==> config.mk <==
export PLATFORM = sky130hd
export DESIGN_NAME = ps2_host_tx
export DESIGN_NICKNAME = d
export VERILOG_FILES = /design/src/rtl/ps2_pkg.sv /design/src/rtl/ps2_line_sync.sv /design/src/rtl/ps2_host_tx.sv
export SDC_FILE = /design/constraint.sdc
export NUM_CORES = 1
export LEC_CHECK = 0
export ABC_AREA = 1
export CAP_MARGIN = 20
export CELL_PAD_IN_SITES_DETAIL_PLACEMENT = 1
export CELL_PAD_IN_SITES_GLOBAL_PLACEMENT = 1
export CORE_MARGIN = 1
export CORE_UTILIZATION = 42
export DETAILED_ROUTE_END_ITERATION = 7
export PLACE_DENSITY = 0.8
export SETUP_SLACK_MARGIN = 0.3
export SKIP_CTS_REPAIR_TIMING = 1
export SKIP_LAST_GASP = 1
export SLEW_MARGIN = 20
export SYNTH_ARGS = -nofsm -noshare
export SYNTH_HDL_FRONTEND = slang
export SYNTH_SLANG_ARGS = --single-unit
==> constraint.sdc <==
create_clock -name clk -period 2.05 [get_ports clk]
set_input_delay 0.615 -clock clk [delete_from_list [all_inputs] [get_ports clk]]
set_output_delay 0.615 -clock clk [all_outputs]
set_load 0.01 [all_outputs]
==> src/rtl/ps2_pkg.sv <==
// Shared PS/2 definitions: host transmitter states, error codes, command bytes
// and frame helpers.
package ps2_pkg;

   typedef enum logic [3:0] {
      IDLE,
      INHIBIT,
      SETUP,
      WAIT_CLK,
      SEND,
      ACK,
      WAIT_IDLE,
      DONE,
      ERR
   } txState_e;

   localparam logic [1:0] ERR_NONE     = 2'b00;
   localparam logic [1:0] ERR_NOACK    = 2'b01;
   localparam logic [1:0] ERR_START_TO = 2'b10;
   localparam logic [1:0] ERR_PKT_TO   = 2'b11;

   localparam logic [7:0] CMD_SET_LED   = 8'hED;
   localparam logic [7:0] CMD_RESET     = 8'hFF;
   localparam logic [7:0] CMD_ENABLE    = 8'hF4;
   localparam logic [7:0] CMD_TYPEMATIC = 8'hF3;

   localparam logic [3:0] PARITY_IDX = 4'd8;

   function automatic logic oddParity(input logic [7:0] b);
      return ~^b;
   endfunction

   // Line level for frame position idx: 0..7 data LSB first, 8 parity, 9 stop.
   function automatic logic frameBit(input logic [7:0] b, input logic par, input logic [3:0] idx);
      if (idx < 4'd8)
         return b[idx[2:0]];
      else if (idx == PARITY_IDX)
         return par;
      else
         return 1'b1;
   endfunction

endpackage

==> src/rtl/ps2_line_sync.sv <==
// Synchronizes the raw PS/2 clock and data lines and flags clock falling edges.
module ps2_line_sync (
   input  logic clk,
   input  logic reset_n,
   input  logic ps2_clk_in,
   input  logic ps2_data_in,
   output logic clkSync,
   output logic dataSync,
   output logic clkFall_c
);

   logic [2:0] clkPipe;
   logic [1:0] dataPipe;

   // Idle PS/2 lines are high, so reset to 1 to avoid a spurious edge.
   always_ff @(posedge clk) begin
      if (!reset_n) begin
         clkPipe  <= '1;
         dataPipe <= '1;
      end else begin
         clkPipe  <= {clkPipe[1:0], ps2_clk_in};
         dataPipe <= {dataPipe[0], ps2_data_in};
      end
   end

   assign clkSync   = clkPipe[1];
   assign dataSync  = dataPipe[1];
   assign clkFall_c = clkPipe[2] & ~clkPipe[1];

endmodule

==> src/rtl/ps2_host_tx.sv <==
// PS/2 host-to-device command transmitter: inhibit, request-to-send, bit shift
// on device clock edges, ACK check, with start and packet timeouts.
module ps2_host_tx
   import ps2_pkg::*;
#(
   parameter int unsigned INHIBIT_CYCLES = 6000,
   parameter int unsigned SETUP_CYCLES   = 50,
   parameter int unsigned START_TIMEOUT  = 750000,
   parameter int unsigned PACKET_TIMEOUT = 100000
) (
   input  logic       clk,
   input  logic       reset_n,
   input  logic [7:0] tx_data,
   input  logic       tx_valid,
   output logic       tx_ready,
   output logic       tx_busy,
   output logic       tx_done,
   output logic       tx_err,
   output logic [1:0] err_code,
   input  logic       ps2_clk_in,
   input  logic       ps2_data_in,
   output logic       ps2_clk_oe,
   output logic       ps2_data_oe
);

   localparam int unsigned TO_MAX    = (START_TIMEOUT > PACKET_TIMEOUT) ? START_TIMEOUT : PACKET_TIMEOUT;
   localparam int unsigned PHASE_MAX = (INHIBIT_CYCLES > SETUP_CYCLES) ? INHIBIT_CYCLES : SETUP_CYCLES;
   localparam int unsigned CNT_MAX   = (TO_MAX > PHASE_MAX) ? TO_MAX : PHASE_MAX;
   localparam int unsigned CNT_W     = $clog2(CNT_MAX + 1);

   localparam logic [CNT_W-1:0] CNT_SAT     = '1;
   localparam logic [CNT_W-1:0] INHIBIT_END = CNT_W'(INHIBIT_CYCLES - 1);
   localparam logic [CNT_W-1:0] SETUP_END   = CNT_W'(SETUP_CYCLES - 1);
   localparam logic [CNT_W-1:0] START_END   = CNT_W'(START_TIMEOUT - 1);
   localparam logic [CNT_W-1:0] PKT_END     = CNT_W'(PACKET_TIMEOUT - 1);

   txState_e         state, stateNext;
   logic [CNT_W-1:0] cnt, cntNext;
   logic [3:0]       bitIdx, bitIdxNext;
   logic [7:0]       dataReg, dataNext;
   logic             parityReg, parityNext;
   logic [1:0]       errCodeNext;
   logic             readyNext, busyNext, doneNext, errNext, clkOeNext, dataOeNext;
   logic             clkSync, dataSync, clkFall_c;
   logic             pktTimeout_c;

   ps2_line_sync u_sync (
      .clk        (clk),
      .reset_n    (reset_n),
      .ps2_clk_in (ps2_clk_in),
      .ps2_data_in(ps2_data_in),
      .clkSync    (clkSync),
      .dataSync   (dataSync),
      .clkFall_c  (clkFall_c)
   );

   assign pktTimeout_c = (cnt == PKT_END);

   // Next state; a device clock edge always beats a coincident timeout.
   always_comb begin
      stateNext   = state;
      cntNext     = (cnt == CNT_SAT) ? cnt : cnt + CNT_W'(1);
      bitIdxNext  = bitIdx;
      dataNext    = dataReg;
      parityNext  = parityReg;
      errCodeNext = ERR_NONE;
      readyNext   = 1'b0;
      busyNext    = 1'b0;
      doneNext    = 1'b0;
      errNext     = 1'b0;
      clkOeNext   = 1'b0;
      dataOeNext  = 1'b0;

      case (state)
         IDLE: begin
            cntNext = '0;
            if (tx_valid && tx_ready) begin
               stateNext  = INHIBIT;
               dataNext   = tx_data;
               parityNext = oddParity(tx_data);
            end
         end
         INHIBIT: begin
            if (cnt == INHIBIT_END) begin
               stateNext = SETUP;
               cntNext   = '0;
            end
         end
         SETUP: begin
            if (cnt == SETUP_END) begin
               stateNext = WAIT_CLK;
               cntNext   = '0;
            end
         end
         WAIT_CLK: begin
            if (clkFall_c) begin
               stateNext  = SEND;
               bitIdxNext = '0;
               cntNext    = '0;
            end else if (cnt == START_END) begin
               stateNext   = ERR;
               errCodeNext = ERR_START_TO;
            end
         end
         SEND: begin
            if (clkFall_c) begin
               bitIdxNext = bitIdx + 4'd1;
               if (bitIdx == PARITY_IDX)
                  stateNext = ACK;
            end else if (pktTimeout_c) begin
               stateNext   = ERR;
               errCodeNext = ERR_PKT_TO;
            end
         end
         ACK: begin
            if (clkFall_c) begin
               if (dataSync) begin
                  stateNext   = ERR;
                  errCodeNext = ERR_NOACK;
               end else begin
                  stateNext = WAIT_IDLE;
               end
            end else if (pktTimeout_c) begin
               stateNext   = ERR;
               errCodeNext = ERR_PKT_TO;
            end
         end
         WAIT_IDLE: begin
            if (clkSync && dataSync) begin
               stateNext = DONE;
            end else if (pktTimeout_c) begin
               stateNext   = ERR;
               errCodeNext = ERR_PKT_TO;
            end
         end
         DONE, ERR: begin
            stateNext = IDLE;
            cntNext   = '0;
         end
         default: begin
            stateNext = IDLE;
            cntNext   = '0;
         end
      endcase

      // Outputs are decoded from the next state and registered alongside it.
      readyNext = (stateNext == IDLE);
      busyNext  = (stateNext inside {INHIBIT, SETUP, WAIT_CLK, SEND, ACK, WAIT_IDLE});
      doneNext  = (stateNext == DONE);
      errNext   = (stateNext == ERR);
      clkOeNext = (stateNext inside {INHIBIT, SETUP});
      case (stateNext)
         SETUP, WAIT_CLK: dataOeNext = 1'b1;
         SEND:            dataOeNext = ~frameBit(dataNext, parityNext, bitIdxNext);
         default:         dataOeNext = 1'b0;
      endcase
   end

   always_ff @(posedge clk) begin
      if (!reset_n) begin
         state       <= IDLE;
         cnt         <= '0;
         bitIdx      <= '0;
         dataReg     <= '0;
         parityReg   <= 1'b0;
         tx_ready    <= 1'b1;
         tx_busy     <= 1'b0;
         tx_done     <= 1'b0;
         tx_err      <= 1'b0;
         err_code    <= ERR_NONE;
         ps2_clk_oe  <= 1'b0;
         ps2_data_oe <= 1'b0;
      end else begin
         state       <= stateNext;
         cnt         <= cntNext;
         bitIdx      <= bitIdxNext;
         dataReg     <= dataNext;
         parityReg   <= parityNext;
         tx_ready    <= readyNext;
         tx_busy     <= busyNext;
         tx_done     <= doneNext;
         tx_err      <= errNext;
         err_code    <= errCodeNext;
         ps2_clk_oe  <= clkOeNext;
         ps2_data_oe <= dataOeNext;
      end
   end

endmodule

# After elaboration in Yosys (flattened, before gate mapping)
# Cells that the tools add are included.
[totals] inputBits=13 ff_bits=50 out_inout_bits=8 elab_cells=89
[classes] n_lt_le_gt_ge=2 add_sub_neg=2 n_mux=38 eq_ne=21 n_bitwise=3 reduce_logical=9
[op_table] cell="$mux W20" count=4
[op_table] cell="$pmux W20 S4" count=1
[op_table] cell="$mux W4" count=13
[op_table] cell="$eq A20 B20 Y1 const B" count=2
[op_table] cell="$eq A4 B3 Y1 const B" count=7
[op_table] cell="$pmux W4 S7" count=1
[op_table] cell="$add A20 B1 Y20 const B" count=1
[op_table] cell="$eq A20 B13 Y1 const B" count=1
[op_table] cell="$eq A20 B17 Y1 const B" count=1
[op_table] cell="$eq A20 B6 Y1 const B" count=1
[op_table] cell="$eq A4 B2 Y1 const B" count=4
[op_table] cell="$mux W8" count=2
[op_table] cell="$eq A4 B4 Y1 const B" count=3
[op_table] cell="$mux W2" count=6
[op_table] cell="$eq A4 B1 Y1 const B" count=2
[op_table] cell="$logic_not A4 Y1" count=2
[op_table] cell="$pmux W2 S4" count=1
[op_table] cell="$pmux W4 S2" count=1
[op_table] cell="$reduce_xnor A8 Y1" count=1
[op_table] cell="$mux W1" count=7
[op_table] cell="$reduce_bool A6 Y1" count=1
[op_table] cell="$add A4 B1 Y4 const B" count=1
[op_table] cell="$lt A3 B4 Y1 const B" count=1
[op_table] cell="$lt A4 B4 Y1 const B" count=1
[op_table] cell="other kinds (8)" count=10

# Depth between registers and ports, before layout
[depth] ltp_word=10 depth_mapped=15 depth_no_buf=15

# Cells and area by module
# From an unflattened synthesis, not the netlist that was laid out.
[unflattened] cells_unflattened=484 area_unflattened_um2=3135.5
[by_module_without_submodules] module="ps2_host_tx" area_per_inst_um2=2990.4 cells_per_inst=467 seq_area_each_um2=900.9 n_inst=1
[by_module_without_submodules] module="ps2_line_sync" area_per_inst_um2=145.1 cells_per_inst=17 seq_area_each_um2=100.1 n_inst=1

# Worst setup path before layout
# No wires, ideal clock.
[synth_timing] kind="in2reg" startpoint="in tx_valid" endpoint="reg tx_busy" required_ns=1.935 cell_stages=11 t_arrival_ns=1.661 setup_time_ns=0.115 path_buffers=1 path_slack_ns=0.274 path_cell_list="buf_2 -> nand2_1 -> a21oi_1 -> inv_2 -> nand2_1 -> a21oi_2 -> nand3_2 -> nor2_4 -> nand2_1 -> nand3_1 -> nand2_1"
[synth_between] elab_chain_len=5 word_cells_on_any_way=10 classes_between="eq/ne: 6; mux: 2; reduce/logical: 2"
[synth_rtl] item="start: declaration" line="ps2_host_tx.sv:14" rtl="input logic tx_valid,"
[synth_rtl] item="$logic_and A1 B1 Y1 (*)" line="ps2_host_tx.sv:77" rtl="if (tx_valid && tx_ready) begin"
[synth_rtl] item="$mux W4 (*)" line="ps2_host_tx.sv:77"
[synth_rtl] item="$pmux W4 S7 (*)" line="ps2_host_tx.sv:74" rtl="case (state)"
[synth_rtl] item="$eq A4 B1 Y1, or another cell as far along" line="ps2_host_tx.sv:148" rtl="busyNext = (stateNext inside {INHIBIT, SETUP, WAIT_CLK, SEND, ACK, WAIT_IDLE});"
[synth_rtl] item="$reduce_bool A6 Y1 (*)" line="ps2_host_tx.sv:148"
[synth_rtl] item="end signal: assignment" line="ps2_host_tx.sv:180" rtl="tx_busy <= busyNext;"
[synth_rtl] item="end: declaration" line="ps2_host_tx.sv:16" rtl="output logic tx_busy,"
# Mark *: on every way between the ends. The rest lies on a longest branch, timed or not.
# A chain may end at the register's enable or synchronous reset.

# Worst setup path after layout
[layout_timing] startpoint="reg cnt[8]" endpoint="reg ps2_data_oe"
[layout_between] elab_chain_len=7 word_cells_on_any_way=18 classes_between="eq/ne: 7; mux: 10; reduce/logical: 1"
[layout_rtl] item="start: declaration" line="ps2_host_tx.sv:38" rtl="logic [CNT_W-1:0] cnt, cntNext;"
[layout_rtl] item="start signal: assignment" line="ps2_host_tx.sv:175" rtl="cnt <= cntNext;"
[layout_rtl] item="$eq A20 B17 Y1 or $eq A20 B20 Y1 (tied branches)" line="ps2_host_tx.sv:57, ps2_host_tx.sv:100"
[layout_rtl] item="$mux W4, on equally long branches (2 in a row)"
[layout_rtl] item="$pmux W4 S7 (*)" line="ps2_host_tx.sv:74"
[layout_rtl] item="$eq A4 B2 Y1" line="ps2_host_tx.sv:152" rtl="case (stateNext)"
[layout_rtl] item="$reduce_or A2 Y1" line="ps2_host_tx.sv:152"
[layout_rtl] item="$pmux W1 S2 (*)" line="ps2_host_tx.sv:152"
[layout_rtl] item="end signal: assignment" line="ps2_host_tx.sv:185" rtl="ps2_data_oe <= dataOeNext;"
[layout_rtl] item="end: declaration" line="ps2_host_tx.sv:23" rtl="output logic ps2_data_oe"
# Marked as above.

==> impl_metrics.json <==
{
  "cp_max_fo": 7,
  "cpLargestDelayFamily": "simple AND/OR/NAND/NOR gates",
  "synth_nets": 500,
  "synthArstFlopShare_pct": 0,
  "path_common_cell": "nand2_1",
  "cpPeakStageDelay_ps": 450,
  "die_h_um": 88.66,
  "critPathLaunchType": "flip-flop",
  "gp_congestion": 0.8432,
  "rsz0062_at_grt": "true",
  "numCtsBuffers": 5,
  "fin_skew_ps": 13.02,
  "worstHoldStart": "u_sync.clkPipe[0]$_SDFF_PN1_",
  "synth-compound-area-share_pct": 6.148,
  "synthMuxAreaShare_pct": 0,
  "final_max_slew_viol_count": 0,
  "grt_pass1_vias": 3250,
  "ir_drop_v": 0.0003505,
  "drt_iter0_drc": 110,
  "worstSetupPathType": "flip-flop to flip-flop",
  "finalHoldViolations": 0,
  "synth_seq_cells": 50,
  "die_width_um": 88.66,
  "outcome": "finished, final reports clean",
  "antenna_left": 0,
  "syn_area_sq_um": 3154,
  "synth_top_area_cell": "dfxtp_1",
  "synthSimpleGateAreaFrac_pct": 46.41,
  "busiest_layer": "met2",
  "slowest_stage": "dfxtp_2",
  "crit_path_end_kind": "flip-flop",
  "r2r_cells": 12,
  "clock.fmax_mhz": 513.7,
  "grt_pass1_wl_um": 14840,
  "track_usage_pct": 24.44,
  "synth-xor-area-share_pct": 4.165,
  "synth.top_cells.by_count": "136 x nand2_1, 50 x dfxtp_1, 49 x nor2_1",
  "cp_data_required_time_ps": 2320,
  "dieArea_sq_um": 7861,
  "antenna_found_initial": 0,
  "whs_path_depth": 1,
  "synth_top_cell_area_share_pct": 31.73,
  "place_hpwl_um": 7101,
  "tightest_slew_ps": 502.9,
  "synthAdderAreaFrac_pct": 1.983,
  "portBuffers": 20,
  "p_total_mw": 2.184,
  "use_met1_pct": 28.68,
  "drive_above_1_share_pct": 30.62,
  "drt_wl_total_um": 11010,
  "grtUsageMet2_pct": 45.17,
  "crit_buf_inv": 1,
  "setup_violations": 0,
  "dp.cells": 606,
  "p_sw_mw": 0.6294,
  "path_clk_slew_ps": 110,
  "pwr-share-clk_pct": 33.5,
  "area_growth_pct": 30.54,
  "synth_cells": 482,
  "fin_crit_sh_pct": 94.96,
  "netlist_top_cells_area": "dfxtp_1 32%, nand2_1 16%, nand3_1 7.0%",
  "fin_tns_setup_ps": 0,
  "avgViaCountPerCell": 5.376,
  "p_per_area_nw_per_um2": 530.4,
  "p_int_mw": 1.555,
  "syn_avg_cell_area_sq_um": 6.544,
  "initial_core_util_pct": 43.49,
  "arrival_ps": 2220,
  "share_seq_of_total_power_pct": 46.9,
  "switching_share_pct": 28.82,
  "drc": 0,
  "num_vias": 3376,
  "synth_top_family_by_area": "simple AND/OR/NAND/NOR gates",
  "htreeDepth": 2,
  "pin_count": 21,
  "cts_num_sinks": 50,
  "relSlewSlack_pct": 66.00,
  "worst_hold_path.endpoint": "u_sync.clkPipe[1]$_SDFF_PN1_",
  "final.min_clock_period_ps": 1947,
  "yosys.cell_types.count": 37,
  "synth_top_flop_cell": "dfxtp_1",
  "p_comb_share_pct": 19.6,
  "cts_tree": "built",
  "num_antenna_cells": 0,
  "hold_class": "flip-flop to flip-flop",
  "p_leak_nw": 1.947,
  "rr_endpoint": "ps2_data_oe$_SDFF_PN0_",
  "synth_edf_count": 0,
  "wire_per_inst_um": 17.53,
  "clockBufferDepth": 2,
  "clkLatencyLatePin_ps": 320,
  "maxCapViolCount": 0,
  "yosysWarnings": 0,
  "firstDrtPassIters": 4,
  "ys_seq_area_share_pct": 31.73,
  "use_met3_pct": 3.918,
  "grt_max_degree": 20,
  "reg2reg_from": "cnt[8]$_SDFF_PN0_",
  "placementRows": 31,
  "synth.most_common_cell": "nand2_1",
  "root_buffer": "clkbuf_8",
  "path_cells": "inv_2, nor2_1, nand2_1, nor2_4, nand3_1, nand2_2, nand4_2, nor2_4, nand2_2, nor2_1, nand2_1, nand2_1",
  "fin_nets": 546,
  "core_area_sq_um": 7253,
  "grt-ovfl-total": 0,
  "instances_no_fill": 628,
  "rrSetupSlack_ps": 100
}
==> layout make-up <==
cell class / instances / area [sq um]
tap: 99 / 123.9
clock inverter: 3 / 45.04
timing repair buffer: 52 / 528.0
multi-input combinational: 357 / 2072
sequential: 50 / 1037
inverter: 62 / 242.7
clock buffer: 5 / 68.82
fill: 957 / 3136
==> flip-flops by register name, summed over array words and instances (netlist names) <==
register / flops
tx_ready: 1
cnt: 20
err_code: 2
u_sync.dataPipe: 2
tx_busy: 1
ps2_data_oe: 1
u_sync.clkPipe: 3
tx_done: 1
dataReg: 8
bitIdx: 4
ps2_clk_oe: 1
state: 4
parityReg: 1
tx_err: 1
==> worst max-delay path by stage <==
| stage | from | to | slack [ps] | depth (start not counted) |
|---|---|---|---|---|
| 2_1_floorplan | tx_valid | tx_busy$_SDFF_PN0_ | 340 | 11 |
| 5_1_grt | cnt[8]$_SDFF_PN0_ | tx_busy$_SDFF_PN0_ | 100 | 14 |
| 4_1_cts | cnt[1]$_SDFF_PN0_ | tx_busy$_SDFF_PN0_ | 100 | 12 |
| 3_5_place_dp | tx_valid | ps2_data_oe$_SDFF_PN0_ | -140 | 13 |
| 6_report | cnt[8]$_SDFF_PN0_ | ps2_data_oe$_SDFF_PN0_ | 100 | 12 |
| 3_3_place_gp | tx_valid | ps2_data_oe$_SDFF_PN0_ | -110 | 13 |
==> stage by stage <==
stage | instance area, sq um | setup WS [ps] | utilization, % | hold slack, ps
floorplan | 3157 | 344.8 | - | 392.5
CTS | 3661 | 101.0 | 50.47 | 423.3
global route | 4118 | 98.54 | 56.77 | 427.4
finish | 4118 | 103.3 | 56.77 | 422.0
global placement | 3547 | -106.8 | 48.90 | 395.9
detailed placement | 3547 | -138.9 | 48.90 | 401.4
==> logic make-up after synthesis <==
logic type / after synthesis
buffers and inverters: 75
DFF: 50
and+or+nand+nor: 301
xor gates and xnor gates: 15
AOI/OAI and AO/OA: 36
adders and majority gates: 5
==> layout by cell type (no fill, tap or decap), types with 4 or more instances in the layout <==
| cell type | n |
|---|---|
| inv_4 | 4 |
| nand3_2 | 8 |
| xor2_1 | 10 |
| dfxtp_2 | 14 |
| nand4_1 | 12 |
| clkdlybuf4s50_1 | 10 |
| nor3_2 | 6 |
| dlymetal6s2s_1 | 10 |
| inv_1 | 37 |
| nand2_4 | 6 |
| xnor2_1 | 5 |
| a21oi_1 | 18 |
| nor2_4 | 10 |
| buf_4 | 25 |
| buf_6 | 4 |
| nand2_1 | 125 |
| dfxtp_4 | 5 |
| nor2_1 | 42 |
| a21oi_2 | 5 |
| clkbuf_8 | 5 |
| o21ai_0 | 4 |
| or2_2 | 5 |
| nand3_1 | 40 |
| nand2_2 | 16 |
| nor2_2 | 10 |
| nor3_1 | 7 |
| dfxtp_1 | 31 |
| inv_2 | 20 |
==> metal layers <==
| metal | part of all wire [%] | vias to the layer above |
|---|---|---|
| li1 | - | 1626 |
| met5 | 0 | - |
| met3 | 2.8 | 32 |
| met4 | 3.2 | 0 |
| met2 | 53 | 77 |
| met1 | 41 | 1641 |
==> power groups by stage <==
stage          Combinational [mW]  Sequential (mW)  Clock, mW
2_1_floorplan               0.211             1.05          0
3_3_place_gp                0.348             1.05          0
3_5_place_dp                0.361             1.05          0
4_1_cts                     0.362             1.03      0.729
5_1_grt                     0.465             1.03      0.776
6_report                    0.428             1.02      0.732
No activity file was read; power rests on OpenSTA's default activity.
